==> src/rtl/arb_pkg.sv <==
// Shared constants and state type for the 16-requester round-robin bus arbiter.
package arb_pkg;

  localparam int NUM_REQ = 16;
  localparam int IDX_W   = 4;

  localparam int unsigned DEF_TIMEOUT_CYCLES = 64;

  typedef enum logic {
    IDLE  = 1'b0,
    GRANT = 1'b1
  } arb_state_t;

endpackage

==> src/rtl/rr_pick16.sv <==
// Combinational round-robin pick: first eligible requester after ptr, wrapping back to ptr.
module rr_pick16
  import arb_pkg::*;
(
  input  logic [NUM_REQ-1:0] eligible,
  input  logic [IDX_W-1:0]   ptr,
  output logic [NUM_REQ-1:0] onehot,
  output logic [IDX_W-1:0]   idx,
  output logic               any
);

  logic [IDX_W:0]      shift;
  logic [2*NUM_REQ-1:0] doubled;
  logic [NUM_REQ-1:0]  rot;
  logic [IDX_W-1:0]    rot_idx;

  // Rotating by ptr+1 puts the highest-priority requester at bit 0.
  assign shift   = {1'b0, ptr} + 5'd1;
  assign doubled = {eligible, eligible} >> shift;
  assign rot     = doubled[NUM_REQ-1:0];
  assign any     = |eligible;

  always_comb begin
    rot_idx = '0;
    for (int i = NUM_REQ - 1; i >= 0; i--) begin
      if (rot[i]) rot_idx = IDX_W'(i);
    end
  end

  // 4-bit addition wraps modulo 16, undoing the rotation.
  assign idx    = any ? (rot_idx + ptr + 4'd1) : '0;
  assign onehot = any ? (NUM_REQ'(1) << idx) : '0;

endmodule

==> src/rtl/bus_arbiter_16.sv <==
// Round-robin arbiter for 16 requesters with registered one-hot grant held until release.
// Optional grant-hold watchdog enabled by defining ARB_TIMEOUT_EN.
//
// state | meaning
// IDLE  | no grant; arbitrate among eligible requests this cycle
// GRANT | one owner holds the bus until its req drops (or watchdog fires)
module bus_arbiter_16
  import arb_pkg::*;
#(
  parameter int unsigned TIMEOUT_CYCLES = DEF_TIMEOUT_CYCLES
) (
  input  logic               clk,
  input  logic               rst_n,
  input  logic [NUM_REQ-1:0] req,
  output logic [NUM_REQ-1:0] grant,
  output logic [IDX_W-1:0]   grant_idx,
  output logic               busy,
  output logic               timeout
);

  if (TIMEOUT_CYCLES < 2 || TIMEOUT_CYCLES > 255) begin : g_bad_timeout
    $error("bus_arbiter_16: TIMEOUT_CYCLES must be in 2..255");
  end

  arb_state_t         state_q, state_d;
  logic [NUM_REQ-1:0] grant_q, grant_d;
  logic [IDX_W-1:0]   idx_q, idx_d;
  logic [IDX_W-1:0]   ptr_q, ptr_d;

  logic [NUM_REQ-1:0] eligible;
  logic [NUM_REQ-1:0] pick_onehot;
  logic [IDX_W-1:0]   pick_idx;
  logic               pick_any;

  rr_pick16 u_pick (
    .eligible (eligible),
    .ptr      (ptr_q),
    .onehot   (pick_onehot),
    .idx      (pick_idx),
    .any      (pick_any)
  );

`ifdef ARB_TIMEOUT_EN
  localparam logic [7:0] TIMEOUT_LIM = 8'(TIMEOUT_CYCLES);

  logic [7:0]         cnt_q, cnt_d;
  logic [NUM_REQ-1:0] lockout_q, lockout_d;
  logic               timeout_q, timeout_d;
  logic               expire;

  assign eligible = req & ~lockout_q;
  assign expire   = (state_q == GRANT) && req[idx_q] && ((cnt_q + 8'd1) == TIMEOUT_LIM);
`else
  assign eligible = req;
`endif

  always_comb begin
    state_d = state_q;
    grant_d = grant_q;
    idx_d   = idx_q;
    ptr_d   = ptr_q;
`ifdef ARB_TIMEOUT_EN
    cnt_d     = cnt_q;
    timeout_d = 1'b0;
    // A requester's lockout only clears once it has let go of its request.
    lockout_d = lockout_q & req;
`endif
    unique case (state_q)
      IDLE: begin
        if (pick_any) begin
          state_d = GRANT;
          grant_d = pick_onehot;
          idx_d   = pick_idx;
          ptr_d   = pick_idx;
`ifdef ARB_TIMEOUT_EN
          cnt_d   = '0;
`endif
        end
      end
      GRANT: begin
        if (!req[idx_q]) begin
          state_d = IDLE;
          grant_d = '0;
          idx_d   = '0;
`ifdef ARB_TIMEOUT_EN
        end else if (expire) begin
          state_d   = IDLE;
          grant_d   = '0;
          idx_d     = '0;
          timeout_d = 1'b1;
          lockout_d = lockout_d | grant_q;
        end else begin
          cnt_d = cnt_q + 8'd1;
`endif
        end
      end
      default: begin
        state_d = IDLE;
        grant_d = '0;
        idx_d   = '0;
      end
    endcase
  end

  always_ff @(posedge clk or negedge rst_n) begin
    if (!rst_n) begin
      state_q <= IDLE;
      grant_q <= '0;
      idx_q   <= '0;
      ptr_q   <= 4'd15;
    end else begin
      state_q <= state_d;
      grant_q <= grant_d;
      idx_q   <= idx_d;
      ptr_q   <= ptr_d;
    end
  end

`ifdef ARB_TIMEOUT_EN
  always_ff @(posedge clk or negedge rst_n) begin
    if (!rst_n) begin
      cnt_q     <= '0;
      lockout_q <= '0;
      timeout_q <= 1'b0;
    end else begin
      cnt_q     <= cnt_d;
      lockout_q <= lockout_d;
      timeout_q <= timeout_d;
    end
  end

  assign timeout = timeout_q;
`else
  assign timeout = 1'b0;
`endif

  assign grant     = grant_q;
  assign grant_idx = idx_q;
  assign busy      = (state_q == GRANT);

endmodule

==> config.mk <==
export PLATFORM = sky130hd
export DESIGN_NAME = bus_arbiter_16
export DESIGN_NICKNAME = d
export VERILOG_FILES = /design/src/rtl/arb_pkg.sv /design/src/rtl/rr_pick16.sv /design/src/rtl/bus_arbiter_16.sv
export SDC_FILE = /design/constraint.sdc
export NUM_CORES = 1
export LEC_CHECK = 0
export CELL_PAD_IN_SITES_DETAIL_PLACEMENT = 2
export CELL_PAD_IN_SITES_GLOBAL_PLACEMENT = 2
export CORE_MARGIN = 5
export CORE_UTILIZATION = 38
export CTS_CLUSTER_DIAMETER = 60
export DETAILED_ROUTE_END_ITERATION = 12
export PLACE_DENSITY = 0.89
export RECOVER_POWER = 50
export SLEW_MARGIN = 20
export SYNTH_ARGS = -nofsm -noshare
export SYNTH_HDL_FRONTEND = slang
export SYNTH_SLANG_ARGS = --single-unit
==> constraint.sdc <==
create_clock -name clk -period 7.8 [get_ports clk]
set_input_delay 2.34 -clock clk [delete_from_list [all_inputs] [get_ports clk]]
set_output_delay 2.34 -clock clk [all_outputs]
set_load 0.01 [all_outputs]
==> impl_metrics.toml, run 1 <==
[power]
vdd_drop_max_uv = 240
p_leak_nw = 1.11
p_per_area_nw_per_um2 = 531

[logic_synthesis]
yosys.area.top_type_share_pct = 22.2
ys_seq_area_share_pct = 26.7
ys.flop_type = "dfrtp_1"
synth_nets = 229
synth_top_cell_by_area = "dfrtp_1"
synth.avg_cell_area_um2 = 11.4
synthTopCellsByArea = "dfrtp_1 22%, mux4_2 13%, mux4_1 7.8%, mux2_2 7.1%, a32o_1 6.8%"
synth_area_um2 = 2360
synth_edf_count = 0
ys_ff_latch = 25
yosys_warnings = 0
async_flop_share_pct = 100
synth_cell_types = 55
postSynthCellCount = 207

[clock_tree]
clkSinkCount = 25
cts_root_buf = "clkbuf_8"
cts_hold_buffers = 0
numCtsBuffers = 3
cts_tree = "built"
cts.reportedPaths.clkPinSlew_ns = 0.08
insertion_delay_ns = 0.28
cts_resized = 0
htreeDepth = 1
clk_path_buf_depth = 2
post-cts-setup-buffers = 0

[timing]
setup-tns-final_ns = 0
period_needed_ns = 6.58
tightest_slew_ns = 1.35
setup_viol = 0
slew_viol_final = 0
slew_headroom_pct = 9.94
rsz0062_at_grt = "no"
period_share_pct = 84.4
clock.fmax_ghz = 0.152
finClkSkew_ns = 0.00654
holdWs_ns = 0.497
final-hold-violation-count = 0

[drt]
postRouteAntennaNets = 0
vias = 2091
drc = 0
first_pass_iters = 4
drt_iter0_markers = 149
routed_via_density = 6.70
post_drt_wl_per_cell_um = 27.5
drt-total-wl_um = 8590

[place]
dp_cells = 308
globalplace.congestion = 0.814
portBuffers = 38
hpwl_um = 6190

[grt]
grt.total_usage_pct = 23.4
antenna_found_initial = 0
grt_pass1_wl_um = 13800
grt_pass1_vias = 2321
gr-total-overflow = 0
grt_max_degree = 26

[floorplan]
initial_utilization_pct = 39.5
core_um2 = 5990
num_rows = 28
die_x_um = 88.9
ios = 40
die_h_um = 88.9
die_area_um2 = 7900

[final_layout]
layout-drive-gt1-share_pct = 21.1
diodes = 0
syn2layout_area_growth_pct = 19.3
fin_cells = 312
fin_nets = 260

[setup_path]
cp_cell_sequence = "clkdlybuf4s50_1, mux4_1, a222oi_1, nand4_1, a221o_1, a21oi_1, o22a_2, o311ai_0, fa_1, xor2_1, nor2b_1, a32o_1"
critPathCaptureType = "flip-flop"
critical_path_peak_fanout = 8
cp_slowest_cell = "a222oi_1"
critPathKind = "input pin to flip-flop"
start_kind = "input pin"
worstPathRequired_ns = 8.00
max_stage_delay_ns = 0.65
cp.arrival_ns = 6.79

[worst_hold_path]
hold_path_class = "flip-flop to flip-flop"

[flow_run]
cap_viol_max_count = 0

[outcome]
status = "completed"
-- layout make-up --
cell class	count	area (um^2)
flip-flops and latches	25	631
inverters	5	18.8
clock buffers	4	45.0
repair buffers	40	392
multi-input cells	163	1640
well taps	75	93.8
fillers	579	3170
-- kinds of logic after synthesis --
| kind of cell | synth area share [%] |
|---|---|
| adder cells (fa/ha/maj) | 2.43 |
| AO/OA/AOI/OAI | 20.5 |
| AND/OR/NAND/NOR | 11.7 |
| flip-flops | 26.7 |
| XOR/XNOR | 2.12 |
| other | 0.159 |
| multiplexers | 32.5 |
| buffers and inverters | 3.97 |
-- layer usage --
layer  global-route usage [%]  share of wire, %  vias up  routed length (um)
met5                        0                 0        -                   0
li1                         -                 -      909                   -
met2                     38.5                50       91                4320
met3                     3.35               5.4       19                 468
met4                     7.83               2.4        0                 209
met1                     31.7                42     1072                3600
-- placed cells by master, fill, tap and decap left out, types with 2 or more instances in the layout --
| cell | netlist | routed |
|---|---|---|
| a21o_1 | 6 | 6 |
| a21oi_1 | 7 | 7 |
| a22oi_1 | 2 | 2 |
| a32o_1 | 16 | 16 |
| and2_1 | 3 | 3 |
| and3_1 | 2 | 2 |
| clkbuf_1 | 9 | 2 |
| clkbuf_8 | 0 | 3 |
| clkdlybuf4s50_1 | 0 | 27 |
| clkinv_1 | 2 | 2 |
| dfrtp_1 | 21 | 21 |
| dfstp_2 | 4 | 4 |
| dlygate4sd3_1 | 0 | 11 |
| ha_1 | 3 | 3 |
| inv_1 | 3 | 3 |
| mux2_2 | 15 | 15 |
| mux2i_1 | 10 | 10 |
| mux4_1 | 7 | 7 |
| mux4_2 | 14 | 14 |
| nand2_1 | 13 | 13 |
| nand3_1 | 2 | 2 |
| nor2_1 | 8 | 8 |
| nor2b_1 | 2 | 2 |
| nor3_1 | 4 | 4 |
| nor3_2 | 2 | 2 |
| nor3b_1 | 3 | 3 |
| nor4_1 | 4 | 4 |
| o211ai_1 | 3 | 3 |
| o21ai_0 | 12 | 11 |
-- stage by stage --
step,utilization (%),setup WS (ns),instance area [um^2],power [W]
after floorplan,-,2.24,2360,0.00105
after global placement,46.4,1.31,2780,0.00132
after detailed placement,46.4,1.03,2780,0.00140
after CTS,47.1,1.24,2820,0.00150
after global routing,47.1,0.885,2820,0.00161
final,47.1,1.22,2820,0.00150
-- critical path, delay by kind of cell --
kind | cells | cell delay (ns)
compound gates | 6 | 1.81
simple gates | 2 | 0.86
mux | 1 | 0.58
buf+inv | 1 | 0.54
fa+ha+maj | 1 | 0.45
xor+xnor | 1 | 0.18
-- Yosys cell counts (2+ instances only) --
master	number
a21o_1	6
a21oi_1	7
a22oi_1	2
a32o_1	16
and2_1	3
and3_1	2
buf_1	2
clkbuf_1	9
clkinv_1	2
dfrtp_1	21
dfstp_2	4
ha_1	3
inv_1	3
mux2_2	15
mux2i_1	10
mux4_1	7
mux4_2	14
nand2_1	13
nand3_1	2
nor2_1	8
nor2b_1	2
nor3_1	4
nor3_2	2
nor3b_1	3
nor4_1	4
o211ai_1	3
o21ai_0	12
-- path summary, 6_finish.rpt --
| check | startpoint | endpoint | cells after the start | slack (ns) |
|---|---|---|---|---|
| max | req[14] | grant[11]$_DFFE_PN0P_ | 12 | 1.22 |
| max in group asynchronous | rst_n | grant[9]$_DFFE_PN0P_ | 2 | 4.08 |
| min | grant[3]$_DFFE_PN0P_ | grant[3]$_DFFE_PN0P_ | 1 | 0.50 |
| min reg2reg | grant[3]$_DFFE_PN0P_ | grant[3]$_DFFE_PN0P_ | 1 | 0.50 |
| min in group asynchronous | rst_n | grant[4]$_DFFE_PN0P_ | 2 | 2.92 |
| max reg2reg | ptr_q[0]$_DFFE_PN1P_ | grant[11]$_DFFE_PN0P_ | 11 | 2.81 |
-- flip-flops by register name, indices dropped and copies added (netlist names) --
signal	count
busy	1
grant_idx	4
ptr_q	4
grant	16
-- where the power goes --
group,internal (W),leakage [nW],switching (W)
combinational,0.000472,0.766,0.000657
clock,0.0000367,0.0228,0.0000430
sequential,0.000186,0.326,0.000103
Power figures use the tool's default switching activity.
==> run 2, diff against run 1 <==
--- a/config.mk
+++ b/config.mk
@@ -8,10 +8,10 @@
 export CELL_PAD_IN_SITES_DETAIL_PLACEMENT = 2
 export CELL_PAD_IN_SITES_GLOBAL_PLACEMENT = 2
 export CORE_MARGIN = 5
-export CORE_UTILIZATION = 38
+export CORE_UTILIZATION = 35
 export CTS_CLUSTER_DIAMETER = 60
 export DETAILED_ROUTE_END_ITERATION = 12
-export PLACE_DENSITY = 0.89
+export PLACE_DENSITY = 0.83
 export RECOVER_POWER = 50
 export SLEW_MARGIN = 20
 export SYNTH_ARGS = -nofsm -noshare
==> constraint.sdc (replaced) <==
create_clock -name clk -period 6.8 [get_ports clk]
set_input_delay 2.04 -clock clk [delete_from_list [all_inputs] [get_ports clk]]
set_output_delay 2.04 -clock clk [all_outputs]
set_load 0.01 [all_outputs]
==> run 2 against run 1 <==
Clock power up 15%. Die area up 7.6%. Final cell count increased by 1.9%. Global-route usage is 2.7 points lower. Utilization decreased by 4.6 points. Combinational power grew 15%. Clock skew about the same. Setup slack got worse by 0.70 ns. First-iteration DRC count shrank 42%. Largest power group unchanged. Critical path depth decreased by 1. Critical path type unchanged.
==> impl_metrics.toml, run 2 (synthesized netlist as in run 1, its figures left out) <==
[place]
portBuffers = 38
globalplace.congestion = 0.799
hpwl_um = 5940
pre_cts_ws_ns = 0.316
place_area_um2 = 2790

[final_layout]
post-route-cell-area_um2 = 2840
fill_cells = 674
final_common_cell = "clkdlybuf4s50_1"
layout-drive-gt1-share_pct = 21.8
fin_nets = 261
final_cell_mix = "27 x clkdlybuf4s50_1, 21 x dfrtp_1, 16 x a32o_1, 15 x mux2_2, 14 x mux4_2"
diodes = 0
syn2layout_area_growth_pct = 20.0
largest_register_ffs = 16

[setup_path]
worstRegToRegCells = 10
critPathKind = "input pin to flip-flop"
start_kind = "input pin"
critPathCaptureType = "flip-flop"
cp_slowest_cell = "fa_1"
timing.rr.end = "grant[14]$_DFFE_PN0P_"
max_stage_delay_ns = 0.64
cp_cell_sequence = "clkdlybuf4s50_1, mux4_1, a222oi_1, nand4_1, a221o_1, a21oi_1, o22a_2, o311ai_0, fa_1, nor3b_1, a32o_1"
crit_buf_inv = 1
reg2reg_from = "ptr_q[0]$_DFFE_PN1P_"
worstPathRequired_ns = 7.01
critPathTopFamily = "compound AO/OA/AOI/OAI gates"
rrSetupSlack_ns = 1.84
cp.arrival_ns = 6.50
critical_path_peak_fanout = 6

[drt]
drt_iter0_markers = 86
postRouteAntennaNets = 0
post_drt_wl_per_cell_um = 26.9
drt-total-wl_um = 8540
first_pass_iters = 4
vias = 2072
routed_via_density = 6.52
drc = 0

[clock_tree]
cts.reportedPaths.clkPinSlew_ns = 0.09
insertion_delay_ns = 0.28
numCtsBuffers = 3
post-cts-setup-buffers = 0
htreeDepth = 1
cts_root_buf = "clkbuf_8"
clk_path_buf_depth = 2
cts_hold_buffers = 0
cts_tree = "built"
cts_resized = 0
clkSinkCount = 25

[timing]
slew_viol_final = 0
clock.fmax_ghz = 0.159
period_needed_ns = 6.29
setup-tns-final_ns = 0
tightest_slew_ns = 1.35
fin_ws_ns = 0.512
holdWs_ns = 0.502
finClkSkew_ns = 0.00672
rsz0062_at_grt = "no"
final-hold-violation-count = 0
period_share_pct = 92.5
setup_viol = 0
slew_headroom_pct = 9.91

[flow_run]
cap_viol_max_count = 0

[grt]
grt_pass1_wl_um = 13700
antenna_found_initial = 0
grt_max_degree = 26
grt.total_usage_pct = 20.7
grt_pass1_vias = 2274
gr-total-overflow = 0

[floorplan]
die_area_um2 = 8500
die_h_um = 92.2
ios = 40
die_x_um = 92.2
num_rows = 30
core_um2 = 6680
initial_utilization_pct = 35.4

[power]
p_leak_nw = 1.12
vdd_drop_max_uv = 287
power.total_w = 0.00172
p_per_area_nw_per_um2 = 608

[worst_hold_path]
holdPathEnd = "grant[15]$_DFFE_PN0P_"
worstHoldStart = "grant[15]$_DFFE_PN0P_"
hold_path_class = "flip-flop to flip-flop"
whs_path_depth = 1

[outcome]
status = "completed"
run 2: cell types whose count changed in the layout (fill, tap and decap cells not counted), sizes merged:
cell,before,now
buf,1,2
clkbuf,5,4
clkinvlp,0,1
run 2: per-layer routing:
metal / vias to the layer above / wire length, um / share of wire [%] / global-route usage [%]
li1: 912 / - / - / -
met1: 1081 / 3780 / 44 / 27.2
met2: 63 / 4220 / 49 / 35.0
met3: 16 / 338 / 4.0 / 4.02
met4: 0 / 196 / 2.3 / 5.20
met5: - / 0 / 0 / 0
run 2: area by class of cell:
cell class | instances | area, um^2 | area share, %
Clock buffer | 3 | 41.3 | 1.46
Clock inverter | 1 | 7.51 | 0.265
Inverter | 5 | 18.8 | 0.661
Multi-Input combinational cell | 163 | 1640 | 57.8
Sequential cell | 25 | 631 | 22.2
Tap cell | 80 | 100 | 3.53
Timing Repair Buffer | 41 | 399 | 14.1
run 2: through the flow:
step	instances	util (%)
2_1_floorplan	207	-
3_3_place_gp	314	41.8
3_5_place_dp	314	41.8
4_1_cts	318	42.5
5_1_grt	318	42.5
6_report	318	42.5
run 2: power breakdown:
part / internal [W] / switching, W / total [W]
registers: 0.000213 / 0.000116 / 0.000329
logic: 0.000547 / 0.000757 / 0.00130
clock network: 0.0000416 / 0.0000501 / 0.0000917
run 2: how the worst max path moves through the flow:
stage / from / cells past startpoint / slack (ns) / to
2_1_floorplan: req[14] / 13 / 1.54 / grant[10]$_DFFE_PN0P_
3_3_place_gp: req[14] / 11 / 0.53 / grant[1]$_DFFE_PN0P_
3_5_place_dp: req[14] / 14 / 0.32 / grant[8]$_DFFE_PN0P_
4_1_cts: req[14] / 14 / 0.56 / grant[14]$_DFFE_PN0P_
5_1_grt: req[14] / 11 / 0.27 / grant[14]$_DFFE_PN0P_
6_report: req[14] / 11 / 0.51 / grant[14]$_DFFE_PN0P_
==> run 3, diff against run 2 <==
==> constraint.sdc (replaced) <==
create_clock -name clk -period 5.9 [get_ports clk]
set_input_delay 1.77 -clock clk [delete_from_list [all_inputs] [get_ports clk]]
set_output_delay 1.77 -clock clk [all_outputs]
set_load 0.01 [all_outputs]
==> run 3 against run 2 <==
Non-clock buffer count grew 6. Global-route usage shrank 1.3 points. Via count grew 0.39%. Setup slack lost 0.23 ns. Largest power group unchanged.
==> impl_metrics.toml, run 3 (synthesized netlist as in run 1, its figures left out) <==
[setup_path]
critPathKind = "input pin to flip-flop"
worstPathRequired_ns = 6.11
cp.arrival_ns = 5.83
crit_buf_inv = 2
critPathTopFamily = "compound AO/OA/AOI/OAI gates"
critPathCaptureType = "flip-flop"
critical_path_peak_fanout = 6
max_stage_delay_ns = 0.74
cp_slowest_cell = "fa_1"
start_kind = "input pin"
cp_cell_sequence = "clkdlybuf4s50_1, mux4_1, a222oi_1, buf_4, nand4_1, a221o_1, a21oi_1, o22a_2, o311ai_0, fa_1, nor3b_2, a32o_1"

[final_layout]
final_common_cell = "clkdlybuf4s50_1"
fin_cells = 324
post-route-cell-area_um2 = 2890
diodes = 0
layout-drive-gt1-share_pct = 25.0
syn2layout_area_growth_pct = 22.3
fill_cells = 697
final_cell_mix = "27 x clkdlybuf4s50_1, 21 x dfrtp_1, 16 x a32o_1, 15 x mux2_2, 14 x mux4_2"
fin_nets = 267
largest_register_ffs = 16

[drt]
drc = 0
drt_iter0_markers = 69
routed_via_density = 6.42
first_pass_iters = 4
postRouteAntennaNets = 0
vias = 2080
post_drt_wl_per_cell_um = 25.0
drt-total-wl_um = 8120

[floorplan]
die_area_um2 = 8500
die_x_um = 92.2
initial_utilization_pct = 35.4
die_h_um = 92.2
core_um2 = 6680
num_rows = 30
ios = 40

[grt]
gr-total-overflow = 0
grt.total_usage_pct = 19.4
antenna_found_initial = 0
grt_pass1_vias = 2268
grt_pass1_wl_um = 12800
grt_max_degree = 26

[power]
power_frac_comb_pct = 76.6
power_frac_seq_pct = 18.2
vdd_drop_max_uv = 320
internal_power_w = 0.00100
p_clk_share_pct = 5.2
switching_power_w = 0.00107
power.total_w = 0.00208
p_leak_nw = 1.15
p_per_area_nw_per_um2 = 718
switching_share_pct = 51.7

[timing]
clock.fmax_ghz = 0.178
setup_viol = 0
finClkSkew_ns = 0.00632
slew_viol_final = 0
fin_ws_ns = 0.283
holdWs_ns = 0.497
slew_headroom_pct = 11.4
period_share_pct = 95.2
period_needed_ns = 5.62
final-hold-violation-count = 0
rsz0062_at_grt = "no"
tightest_slew_ns = 1.33

[clock_tree]
htreeDepth = 1
cts_root_buf = "clkbuf_8"
clkSinkCount = 25
cts_tree = "built"
cts_hold_buffers = 0
numCtsBuffers = 3
clk_path_buf_depth = 2
cts.reportedPaths.clkPinSlew_ns = 0.10
insertion_delay_ns = 0.28

[place]
dp_cells = 318
hpwl_um = 6260
place_area_um2 = 2820
pre_cts_ws_ns = -0.199
globalplace.congestion = 0.847
portBuffers = 38

[flow_run]
cap_viol_max_count = 0

[outcome]
status = "completed"

[worst_hold_path]
hold_path_class = "flip-flop to flip-flop"
==> run 3: cell types whose count changed in the layout (fill, tap and decap cells not counted), sizes merged <==
cell	change
buf	+6
==> run 3: layer usage <==
metal  part of all wire (%)  GRT usage, %  vias to the layer above
li1                       -             -                      926
met1                     44          25.3                     1105
met2                     51          33.8                       37
met3                    2.1          1.89                       12
met4                    2.5          5.82                        0
met5                      0             0                        -
==> run 3: cell type report <==
cell class                 count  area [um^2]  share of cell area [%]
sequential                    25          631                    21.8
multi-input combinational    163         1650                    57.1
inverter                       5         18.8                   0.649
clock buffer                   3         41.3                    1.43
timing repair buffer          47          444                    15.4
clock inverter                 1         7.51                   0.260
tap                           80          100                    3.46
==> run 3: stage by stage <==
step | setup TNS, ns | utilization [%]
final | 0 | 43.3
after global routing | 0 | 43.3
after CTS | 0 | 43.0
after detailed placement | -2.35 | 42.2
after global placement | 0 | 42.2
after floorplan | 0 | -
==> run 3: power groups by stage <==
stage                     logic (W)  clock network [W]  registers, W
after floorplan             0.00109                  0      0.000304
after global placement      0.00144                  0      0.000373
after detailed placement    0.00154                  0      0.000381
after CTS                   0.00156           0.000110      0.000380
after global routing        0.00171           0.000119      0.000393
final                       0.00159           0.000108      0.000378
==> run 3: timing repair <==
action / 4_1_cts / 5_1_grt
buffers inserted: 0 / 2
gates resized for setup: 0 / 3
setup endpoints to repair: 0 / 16
==> run 3: worst paths after layout <==
check	startpoint	end	slack (ns)	cells after the start
worst max-delay path	req[5]	grant[5]$_DFFE_PN0P_	0.28	12
max in group asynchronous	rst_n	grant_idx[2]$_DFFE_PN0P_	2.80	2
worst max register to register	ptr_q[0]$_DFFE_PN1P_	grant[5]$_DFFE_PN0P_	1.27	11
worst min register to register	grant[1]$_DFFE_PN0P_	grant[1]$_DFFE_PN0P_	0.50	1
min in group asynchronous	rst_n	grant[3]$_DFFE_PN0P_	2.31	2
worst min-delay path	grant[1]$_DFFE_PN0P_	grant[1]$_DFFE_PN0P_	0.50	1
